File: src/rtl/sd_desc_fetch.sv
// sd_desc_fetch: storage-descriptor fetch engine.
// Reads descriptor entries sequentially from a fixed-latency responder,
// buffers them in a small first-word-fall-through FIFO and streams them to
// the WU consumer. Fetching stops at the end-of-descriptor entry, or at
// MAX_DESC_LEN entries, in which case the last entry is forced to EOM and a
// sticky error is raised.
module sd_desc_fetch #(
    parameter int ADDR_W       = 10,
    parameter int OPT_PER_INST = 2,
    parameter int OPT_TYPE_W   = 8,
    parameter int OPT_VALUE_W  = 16,
    parameter int CNTL_W       = 2,
    parameter int INST_W       = 2,
    parameter int FIFO_DEPTH   = 4,
    parameter int MAX_DESC_LEN = 16
) (
    input  logic                                clk,
    input  logic                                reset_poweron,
    input  logic                                xx1__sdf__valid,
    input  logic [ADDR_W-1:0]                   xx1__sdf__stor_desc_ptr,
    output logic                                sdf__xx1__ready,
    output logic                                sdf__xx1__done,
    output logic                                sdf__xx1__err,
    output logic                                sdf__sdm__read,
    output logic [ADDR_W-1:0]                   sdf__sdm__stor_desc_ptr,
    input  logic                                sdm__sdf__valid,
    input  logic [CNTL_W-1:0]                   sdm__sdf__icntl,
    input  logic [CNTL_W-1:0]                   sdm__sdf__dcntl,
    input  logic [INST_W-1:0]                   sdm__sdf__op,
    input  logic [OPT_PER_INST*OPT_TYPE_W-1:0]  sdm__sdf__option_type,
    input  logic [OPT_PER_INST*OPT_VALUE_W-1:0] sdm__sdf__option_value,
    output logic                                sdf__yy1__valid,
    input  logic                                yy1__sdf__ready,
    output logic [CNTL_W-1:0]                   sdf__yy1__icntl,
    output logic [CNTL_W-1:0]                   sdf__yy1__dcntl,
    output logic [INST_W-1:0]                   sdf__yy1__op,
    output logic [OPT_PER_INST*OPT_TYPE_W-1:0]  sdf__yy1__option_type,
    output logic [OPT_PER_INST*OPT_VALUE_W-1:0] sdf__yy1__option_value
);

    localparam int OT_W  = OPT_PER_INST * OPT_TYPE_W;
    localparam int OV_W  = OPT_PER_INST * OPT_VALUE_W;
    localparam int ENT_W = 2 * CNTL_W + INST_W + OT_W + OV_W;
    localparam int PTR_W = $clog2(FIFO_DEPTH);
    localparam int CNT_W = $clog2(FIFO_DEPTH + 1);
    localparam int LEN_W = $clog2(MAX_DESC_LEN + 1);

    localparam logic [CNTL_W-1:0] DC_EOM     = CNTL_W'(2);
    localparam logic [CNTL_W-1:0] DC_SOM_EOM = CNTL_W'(3);
    localparam logic [CNT_W:0]    DEPTH_L    = (CNT_W + 1)'(FIFO_DEPTH);
    localparam logic [LEN_W-1:0]  LAST_IDX   = LEN_W'(MAX_DESC_LEN - 1);

    typedef enum logic [1:0] {IDLE, FETCH, DRAIN} state_t;

    state_t             state, state_nx;
    logic [ADDR_W-1:0]  ptr;
    logic [CNT_W-1:0]   outstanding, out_nx;
    logic [CNT_W-1:0]   fifo_cnt, cnt_nx;
    logic [PTR_W-1:0]   wr_ptr, rd_ptr;
    logic [LEN_W-1:0]   ent_cnt;
    logic               err;
    logic [ENT_W-1:0]   ent_q [FIFO_DEPTH];
    logic               end_q [FIFO_DEPTH];

    logic               accept, rsp_ok, push, pop, rsp_end, guard, push_end;
    logic               credit_ok, read;
    logic [CNTL_W-1:0]  push_dcntl;
    logic [ENT_W-1:0]   head;

    // Handshakes, credit gating and length guard
    always_comb begin
        accept     = (state == IDLE) && xx1__sdf__valid;
        rsp_ok     = sdm__sdf__valid && (outstanding != '0);
        push       = rsp_ok && (state == FETCH);
        rsp_end    = (sdm__sdf__dcntl == DC_EOM) || (sdm__sdf__dcntl == DC_SOM_EOM);
        guard      = (ent_cnt == LAST_IDX) && !rsp_end;
        push_end   = push && (rsp_end || guard);
        push_dcntl = guard ? DC_EOM : sdm__sdf__dcntl;
        credit_ok  = ({1'b0, outstanding} + {1'b0, fifo_cnt}) < DEPTH_L;
        // No further reads once the end entry is being written this cycle
        read       = (state == FETCH) && credit_ok && !push_end;
        pop        = (fifo_cnt != '0) && yy1__sdf__ready;
        out_nx     = outstanding + CNT_W'(read) - CNT_W'(rsp_ok);
        cnt_nx     = fifo_cnt + CNT_W'(push) - CNT_W'(pop);
    end

    // Next-state logic; DRAIN exits on next-cycle counts so ready returns right after the last pop
    always_comb begin
        state_nx = state;
        case (state)
            IDLE:    if (accept) state_nx = FETCH;
            FETCH:   if (push_end) state_nx = DRAIN;
            DRAIN:   if ((out_nx == '0) && (cnt_nx == '0)) state_nx = IDLE;
            default: state_nx = IDLE;
        endcase
    end

    // Control state, pointers, counters and sticky error
    always_ff @(posedge clk) begin
        if (reset_poweron) begin
            state       <= IDLE;
            ptr         <= '0;
            outstanding <= '0;
            fifo_cnt    <= '0;
            wr_ptr      <= '0;
            rd_ptr      <= '0;
            ent_cnt     <= '0;
            err         <= 1'b0;
        end else begin
            state       <= state_nx;
            outstanding <= out_nx;
            fifo_cnt    <= cnt_nx;
            if (accept) begin
                ptr     <= xx1__sdf__stor_desc_ptr;
                ent_cnt <= '0;
                err     <= 1'b0;
            end else begin
                if (read) ptr <= ptr + ADDR_W'(1);
                if (push) ent_cnt <= ent_cnt + LEN_W'(1);
                if (push && guard) err <= 1'b1;
            end
            if (push) wr_ptr <= wr_ptr + PTR_W'(1);
            if (pop)  rd_ptr <= rd_ptr + PTR_W'(1);
        end
    end

    // Entry storage; contents are don't-care until written
    always_ff @(posedge clk) begin
        if (push) begin
            ent_q[wr_ptr] <= {sdm__sdf__icntl, push_dcntl, sdm__sdf__op,
                              sdm__sdf__option_type, sdm__sdf__option_value};
            end_q[wr_ptr] <= push_end;
        end
    end

    // Output mapping; head is forced to zero while empty
    always_comb begin
        head                    = (fifo_cnt != '0) ? ent_q[rd_ptr] : '0;
        sdf__yy1__valid         = (fifo_cnt != '0);
        sdf__xx1__ready         = (state == IDLE);
        sdf__xx1__done          = pop && end_q[rd_ptr];
        sdf__xx1__err           = err;
        sdf__sdm__read          = read;
        sdf__sdm__stor_desc_ptr = ptr;
        {sdf__yy1__icntl, sdf__yy1__dcntl, sdf__yy1__op,
         sdf__yy1__option_type, sdf__yy1__option_value} = head;
    end

endmodule

File: config.mk
export PLATFORM = sky130hd
export DESIGN_NAME = sd_desc_fetch
export DESIGN_NICKNAME = d
export VERILOG_FILES = /design/src/rtl/sd_desc_fetch.sv
export SDC_FILE = /design/constraint.sdc
export NUM_CORES = 1
export LEC_CHECK = 0
export BUFFER_PORTS_ARGS = -buffer_cell sky130_fd_sc_hd__buf_2
export CORE_UTILIZATION = 57
export CTS_BUF_LIST = sky130_fd_sc_hd__clkbuf_4 sky130_fd_sc_hd__clkbuf_8 sky130_fd_sc_hd__clkbuf_16
export CTS_CLUSTER_SIZE = 28
export DETAILED_ROUTE_END_ITERATION = 16
export GPL_TIMING_DRIVEN = 1
export PLACE_DENSITY = 0.85
export REMOVE_ABC_BUFFERS = 1
export SYNTH_ARGS = -nofsm -noshare
export SYNTH_HDL_FRONTEND = slang
export SYNTH_SLANG_ARGS = --single-unit
File: constraint.sdc
create_clock -name clk -period 3.7 [get_ports clk]
set_input_delay 0.37 -clock clk [delete_from_list [all_inputs] [get_ports clk]]
set_output_delay 0.37 -clock clk [all_outputs]
set_load 0.005 [all_outputs]
Yosys cells after proc, flatten, opt, wreduce, memory -nomap -nowiden. Memory sizes are Yosys's and may differ from the RTL's. A register that Yosys moved wholly into a read port is not among the register bits. Index checks and enable logic that the tools add are counted.

Register bits: 28. Latch bits: 0. Memory bits (writable): 220. Bits in read-only memories: 0. Bits of input ports: 69. Logic and storage cells: 65. Memories kept: 2.

Add/subtract/negate cells: 9. $mul: 0. Div/mod/pow operators: 0. Order comparisons: 1. Equality and inequality tests: 8. Shift-type cells: 0. Mux-type cells: 14. Bitwise gates (word level): 0. Reduce and logical (&&, ||, !) cells: 23.

Memories: ent_q (words 4, width 54, read ports 1, clocked after Yosys merged registers in 1, write ports 1, RTL line 62) `logic [ENT_W-1:0] ent_q [FIFO_DEPTH];`; end_q (words 4, width 1, read ports 1, clocked after Yosys merged registers in 1, write ports 1, RTL line 63) `logic end_q [FIFO_DEPTH];`.

Operator list (count): 54-bit 2-to-1 mux (1); 10-bit 2-to-1 mux (2); 2-bit 2-to-1 mux (8); 1-bit logical AND (11); 10-bit by 1-bit adder with 10-bit output, second input constant (1); 3-bit by 1-bit adder with 3-bit output (2); 2-bit equality test, second input constant (3); 3-bit logical NOT (2); 2-bit case mux with 3 select lines (1); 3-bit nonzero test (2); 3-bit by 1-bit subtractor with 3-bit output (2); 5-bit by 1-bit adder with 5-bit output, second input constant (1); 5-bit by 4-bit equality test with 1-bit output, second input constant (1); 2-bit by 1-bit adder with 2-bit output, second input constant (2); 3-bit by 3-bit adder with 4-bit output (1); 4-bit by 3-bit less-than comparator with 1-bit output, second input constant (1); 2-bit inequality test, second input constant (2); 3-bit AND reduction (1); 2-bit by 1-bit equality test with 1-bit output, second input constant (1); 1-bit logical NOT (2); 2-bit logical NOT (1); 1-bit logical OR (2); 1-bit 2-to-1 mux (2); 2-bit by 1-bit inequality test with 1-bit output, second input constant (1); 2 further kinds (2).

Depth between registers and ports, before layout.
Depth after elaboration: 14. Gate-level depth with buffers: 14.

Worst setup path after synthesis. Ideal clock, no wire load.

Kind: register -> register. Start point: register ent_cnt[0]. End point: register state[1]. Data arrival time: 3105 ps. Slack: 463 ps. Cell stages (with the launch flop): 14. Path buffers: 1. Cells stage by stage: dfxtp_1 > ha_1 > and3_1 > ha_1 > nor2_1 > o21ai_1 > buf_2 > nor2_1 > ha_1 > inv_1 > fa_1 > or4b_2 > o311ai_0 > a21oi_1.

Longest elaborated chain between the ends: 12.

Ends and longest elaborated chain: start, declared (RTL line 60) `logic [LEN_W-1:0] ent_cnt;`; start signal, assigned (RTL line 119) `if (push) ent_cnt <= ent_cnt + LEN_W'(1);`; 5-bit by 4-bit equality test with 1-bit output (RTL line 76) `guard = (ent_cnt == LAST_IDX) && !rsp_end;`; 1-bit logical AND (RTL line 76); 1-bit logical OR (RTL line 77) `push_end = push && (rsp_end || guard);`; 1-bit logical AND (RTL line 77); 1-bit logical NOT (RTL line 81) `read = (state == FETCH) && credit_ok && !push_end;`; 1-bit logical AND (RTL line 81); named net sdf__sdm__read (RTL line 24) `output logic sdf__sdm__read,`; 3-bit by 1-bit adder with 3-bit output (RTL line 83) `out_nx = outstanding + CNT_W'(read) - CNT_W'(rsp_ok);`; 3-bit by 1-bit subtractor with 3-bit output (RTL line 83); 3-bit logical NOT (RTL line 93) `DRAIN: if ((out_nx == '0) && (cnt_nx == '0)) state_nx = IDLE;`; 1-bit logical AND (RTL line 93); 2-bit inequality test (no source line); 3-bit AND reduction (no source line); end signal, assigned (RTL line 110) `state <= state_nx;`; end, declared (RTL line 55) `state_t state, state_nx;`.

The timed path passes the listed nets, and every way through them passes these cells. A chain may end at the register's enable or synchronous reset.

Worst setup path after layout.
Start point: register outstanding[2]. End point: register state[1].

Longest elaborated chain between the ends: 12.

Ends and longest elaborated chain: start, declared (RTL line 57) `logic [CNT_W-1:0] outstanding, out_nx;`; start signal, assigned (RTL line 111) `outstanding <= out_nx;`; parallel branches: the longest is 11 deep, another holds 3-bit by 3-bit adder with 4-bit output; 3-bit AND reduction (no source line) *.

Every way passes the cells marked *.

==> Flow_metrics.wiki <==
{| class="wikitable"
! Metric !! Value
|-
| Setup Total Neg Slack || 0 ps
|-
| Switching Fraction || 26.9%
|-
| Worst-case register-to-register setup slack || between 200 and 250 ps
|-
| Final setup violating endpoints || 0
|-
| Signal arrival time at the worst endpoint || around 3800 ps
|-
| Filler cell count in the final layout || 1,068
|-
| Category of the most critical setup path || flip-flop to flip-flop
|-
| Highest fanout seen on the critical path || 14
|-
| Clock transition at the registers of the reported paths || roughly 60 ps
|-
| Wire length per cell || roughly 21 µm
|-
| Power density of the placed cells || roughly 670 nW/µm²
|-
| First-pass GRT wire length || 30,300 µm
|-
| Buffer levels on the longest clock path || 3
|-
| Relative max-transition margin || 40.3%
|-
| Endpoint of the worst register-to-register path || state[1]
|-
| Register area share after synthesis || 72.6%
|-
| Most used DFF post-synth || edfxtp_1
|-
| Post-synth top area cell || edfxtp_1
|-
| Final RePlAce weighted congestion || a little over 0.8
|-
| Final Max Slew Viols || 0
|-
| Initial core utilization || 59.0%
|-
| Number of unique standard cell types used by synthesis || 42
|-
| Die X-Extent || between 100 and 150 µm
|-
| Clock skew || 10.3 ps
|-
| Number of DRC violations after detailed routing || 0
|-
| Leakage || 0.00412 µW
|-
| Post-CTS Repair Setup Buffers || 0
|-
| Synth Warn # || 0
|-
| Largest net degree at the start of global routing || 58
|-
| Antenna Violating Nets Remaining || 0
|-
| Period Utilization, post-route || 93.4%
|-
| Buffers on Ports || 137
|-
| Class of the worst hold path || primary input to flip-flop
|-
| Root buffer cell || clkbuf_16
|-
| Reg2reg start || outstanding[2]
|-
| Fraction of layout instances using a drive strength above 1 || 35.3%
|-
| Core ar. || 16,800 µm²
|-
| Number of gates given a new drive strength after cts || 0
|-
| Cell with the most instances after synthesis || edfxtp_1
|-
| Number of synthesized register bits || 250
|-
| Status || complete, no violations
|-
| Post-Syn Instances || between 500 and 600
|-
| Routed via count divided by cell count || 5.84
|-
| RSZ-0062 raised after global routing || no
|-
| Total overflow reported by the global router || 0
|-
| Combinational fraction of design power || 25.6%
|-
| Post-route worst hold slack || 83.2 ps
|-
| Number of I/O pins || 138
|-
| Timing startpoint of the critical path || outstanding[2]
|-
| TritonCTS clock tree || yes
|-
| Height of the chip || 134 µm
|-
| Final wirelength || 19,300 µm
|-
| Area growth, synth to finish || 17.8%
|-
| Transition time of the tightest slew-check pin || 896 ps
|-
| VDD IR-drop max || between 400 and 500 µV
|-
| Sinks on the clock net || 250
|-
| Post-Synthesis Mean Instance Area || about 18 µm²
|-
| Leading post-synthesis cells by instance count || 220 x edfxtp_1, 59 x and2_1, 55 x mux4_2
|-
| Net switching power of the design || 2100 µW
|-
| Fin. Hold Viols || 0
|-
| Total of hold buffers inserted after clock tree synthesis || 0
|-
| Count of cells along the worst register-to-register path || 10
|-
| Placement row count || 47
|-
| Synth top area share || between 60% and 70%
|-
| Internal power component || between 5000 and 6000 µW
|-
| Max-cap check violation count || 0
|-
| Area contributors post-synth || edfxtp_1 67%, mux4_2 12%, dfxtp_1 6.0%
|-
| Fin cells || 929
|-
| Fin crit period || 3450 ps
|-
| Layout Cell Area excl Fill || 11,700 µm²
|-
| Async S/R FF share, synth || 0%
|-
| Capture point of the worst path || state[1]
|-
| Part of the total power dissipated in the clock network || between 30% and 40%
|-
| Count of vias placed by the detailed router || 5,423
|-
| HPWL after DPL || roughly 12,000 µm
|-
| Antenna violations before repair || 0
|-
| Required time worst endpoint || 4070 ps
|-
| Seq pwr share || 43.4%
|-
| Maximum frequency from static timing analysis || slightly below 300 MHz
|-
| Maximum level of the CTS H-tree || 1
|-
| Total standard cell area after synthesis || 9930 µm²
|-
| Placement-stage cell area || 10,900 µm²
|-
| Sort of element at the end of the critical path || flip-flop
|-
| Area of the die || 17,900 µm²
|-
| Cell count after placement || 885
|-
| First-pass iteration count of the detailed router || 5
|-
| # nets final || 776
|-
| EDFF count, synth || 220
|-
| Vias in the first global route || 5,611
|-
| 1st-iter DRT viols || between 400 and 500
|-
| Source-to-sink clock delay at the later pin of the worst-skew pair || 500 ps
|-
| Num CTS Buffers || 25
|-
| Type of origin of the critical path || flip-flop
|-
| Overall fraction of global-route tracks in use || approximately 22%
|}
## metrics by stage
step           total power (µW)  utilization [%]  worst slack, ps
2_1_floorplan              4630                -              126
3_3_place_gp               5370             64.8              310
3_5_place_dp               5450             64.8              243
4_1_cts                    7880             69.5              228
5_1_grt                    8180             69.5             27.5
6_report                   7790             69.6              246
## sequential cells by signal (all words and copies together) (netlist names), named ones only
signal,count
state,2
ent_q,216
sdf__sdm__stor_desc_ptr,10
ent_cnt,5
fifo_cnt,3
sdf__xx1__err,1
rd_ptr,2
outstanding,3
wr_ptr,2
end_q,4
## critical path, stage by stage, from the launching register on
cell,delay [ps]
dfxtp_1,430
ha_1,280
nor3_2,230
nand2_1,350
nor2_1,250
ha_1,170
inv_1,50
fa_1,500
or4b_2,580
o311ai_0,370
a21oi_1,120
## power groups by stage
stage               registers [µW]  clock network, µW  logic (µW)
finish                        3380               2420        1990
global route                  3410               2580        2190
CTS                           3390               2470        2020
detailed placement            3450                  0        2000
global placement              3440                  0        1930
floorplan                     3460                  0        1170
## cells by family (layout without fill, tap and decap cells)
| kind of cell | after synthesis | count (layout) | share of synthesized area, % |
|---|---|---|---|
| compound gates | 26 | 26 | 2.13 |
| xor+xnor | 10 | 10 | 0.882 |
| fa+ha+maj | 15 | 15 | 2.04 |
| buf+inv | 39 | 205 | 1.56 |
| flops | 250 | 250 | 72.6 |
| mux | 55 | 55 | 12.5 |
| other cells | 0 | 1 | 0 |
| simple gates | 147 | 147 | 8.31 |
## worst min-delay path by stage
stage,depth (start not counted),end,startpoint,slack [ps]
after floorplan,1,outstanding[1],reset_poweron,440
after CTS,1,ent_q[0][3],sdm__sdf__option_value[3],60
final,1,ent_q[2][42],sdm__sdf__option_type[10],80
after detailed placement,2,sdf__xx1__err,sdf__xx1__err,470
after global placement,2,ent_cnt[1],ent_cnt[1],470
after global routing,1,ent_q[3][3],sdm__sdf__option_value[3],70
## cells in the final DEF (no fill, tap or decap), types with 3 or more instances in the layout
| cell | Yosys | final |
|---|---|---|
| edfxtp_1 | 220 | 220 |
| buf_2 | 7 | 137 |
| and2_1 | 59 | 59 |
| mux4_2 | 55 | 55 |
| dfxtp_1 | 30 | 28 |
| nor2_1 | 28 | 27 |
| clkbuf_16 | 0 | 25 |
| inv_1 | 15 | 15 |
| ha_1 | 13 | 13 |
| nand2_1 | 12 | 12 |
| nand3_1 | 9 | 9 |
| clkinv_1 | 0 | 8 |
| buf_4 | 0 | 8 |
| a311oi_1 | 7 | 7 |
| nor4_1 | 7 | 7 |
| xnor2_1 | 7 | 7 |
| nor2b_1 | 5 | 5 |
| and3_1 | 8 | 4 |
| and3_2 | 0 | 4 |
| a21oi_1 | 4 | 4 |
| nor3_1 | 3 | 3 |
| xor2_1 | 3 | 3 |
| clkbuf_4 | 0 | 3 |
| bufinv_16 | 0 | 3 |
## area by class of cell
| class | count | area, µm² | share of cell area, % |
|---|---|---|---|
| sequential | 250 | 7210 | 61.7 |
| multi-input combinational | 253 | 2570 | 22.0 |
| timing repair buffer | 147 | 786 | 6.72 |
| clock buffer | 28 | 648 | 5.54 |
| tap | 220 | 275 | 2.35 |
| clock inverter | 15 | 144 | 1.23 |
| inverter | 15 | 56.3 | 0.481 |
| antenna | 1 | 2.50 | 0.0214 |
## per-layer routing
layer	wire length, µm	global-route usage (%)	vias to the layer above
met5	0	0	-
li1	-	-	2433
met3	1440	4.04	20
met4	185	4.23	0
met2	9990	39.2	233
met1	7680	29.3	2737
No activity file was read; power rests on OpenSTA's default activity.
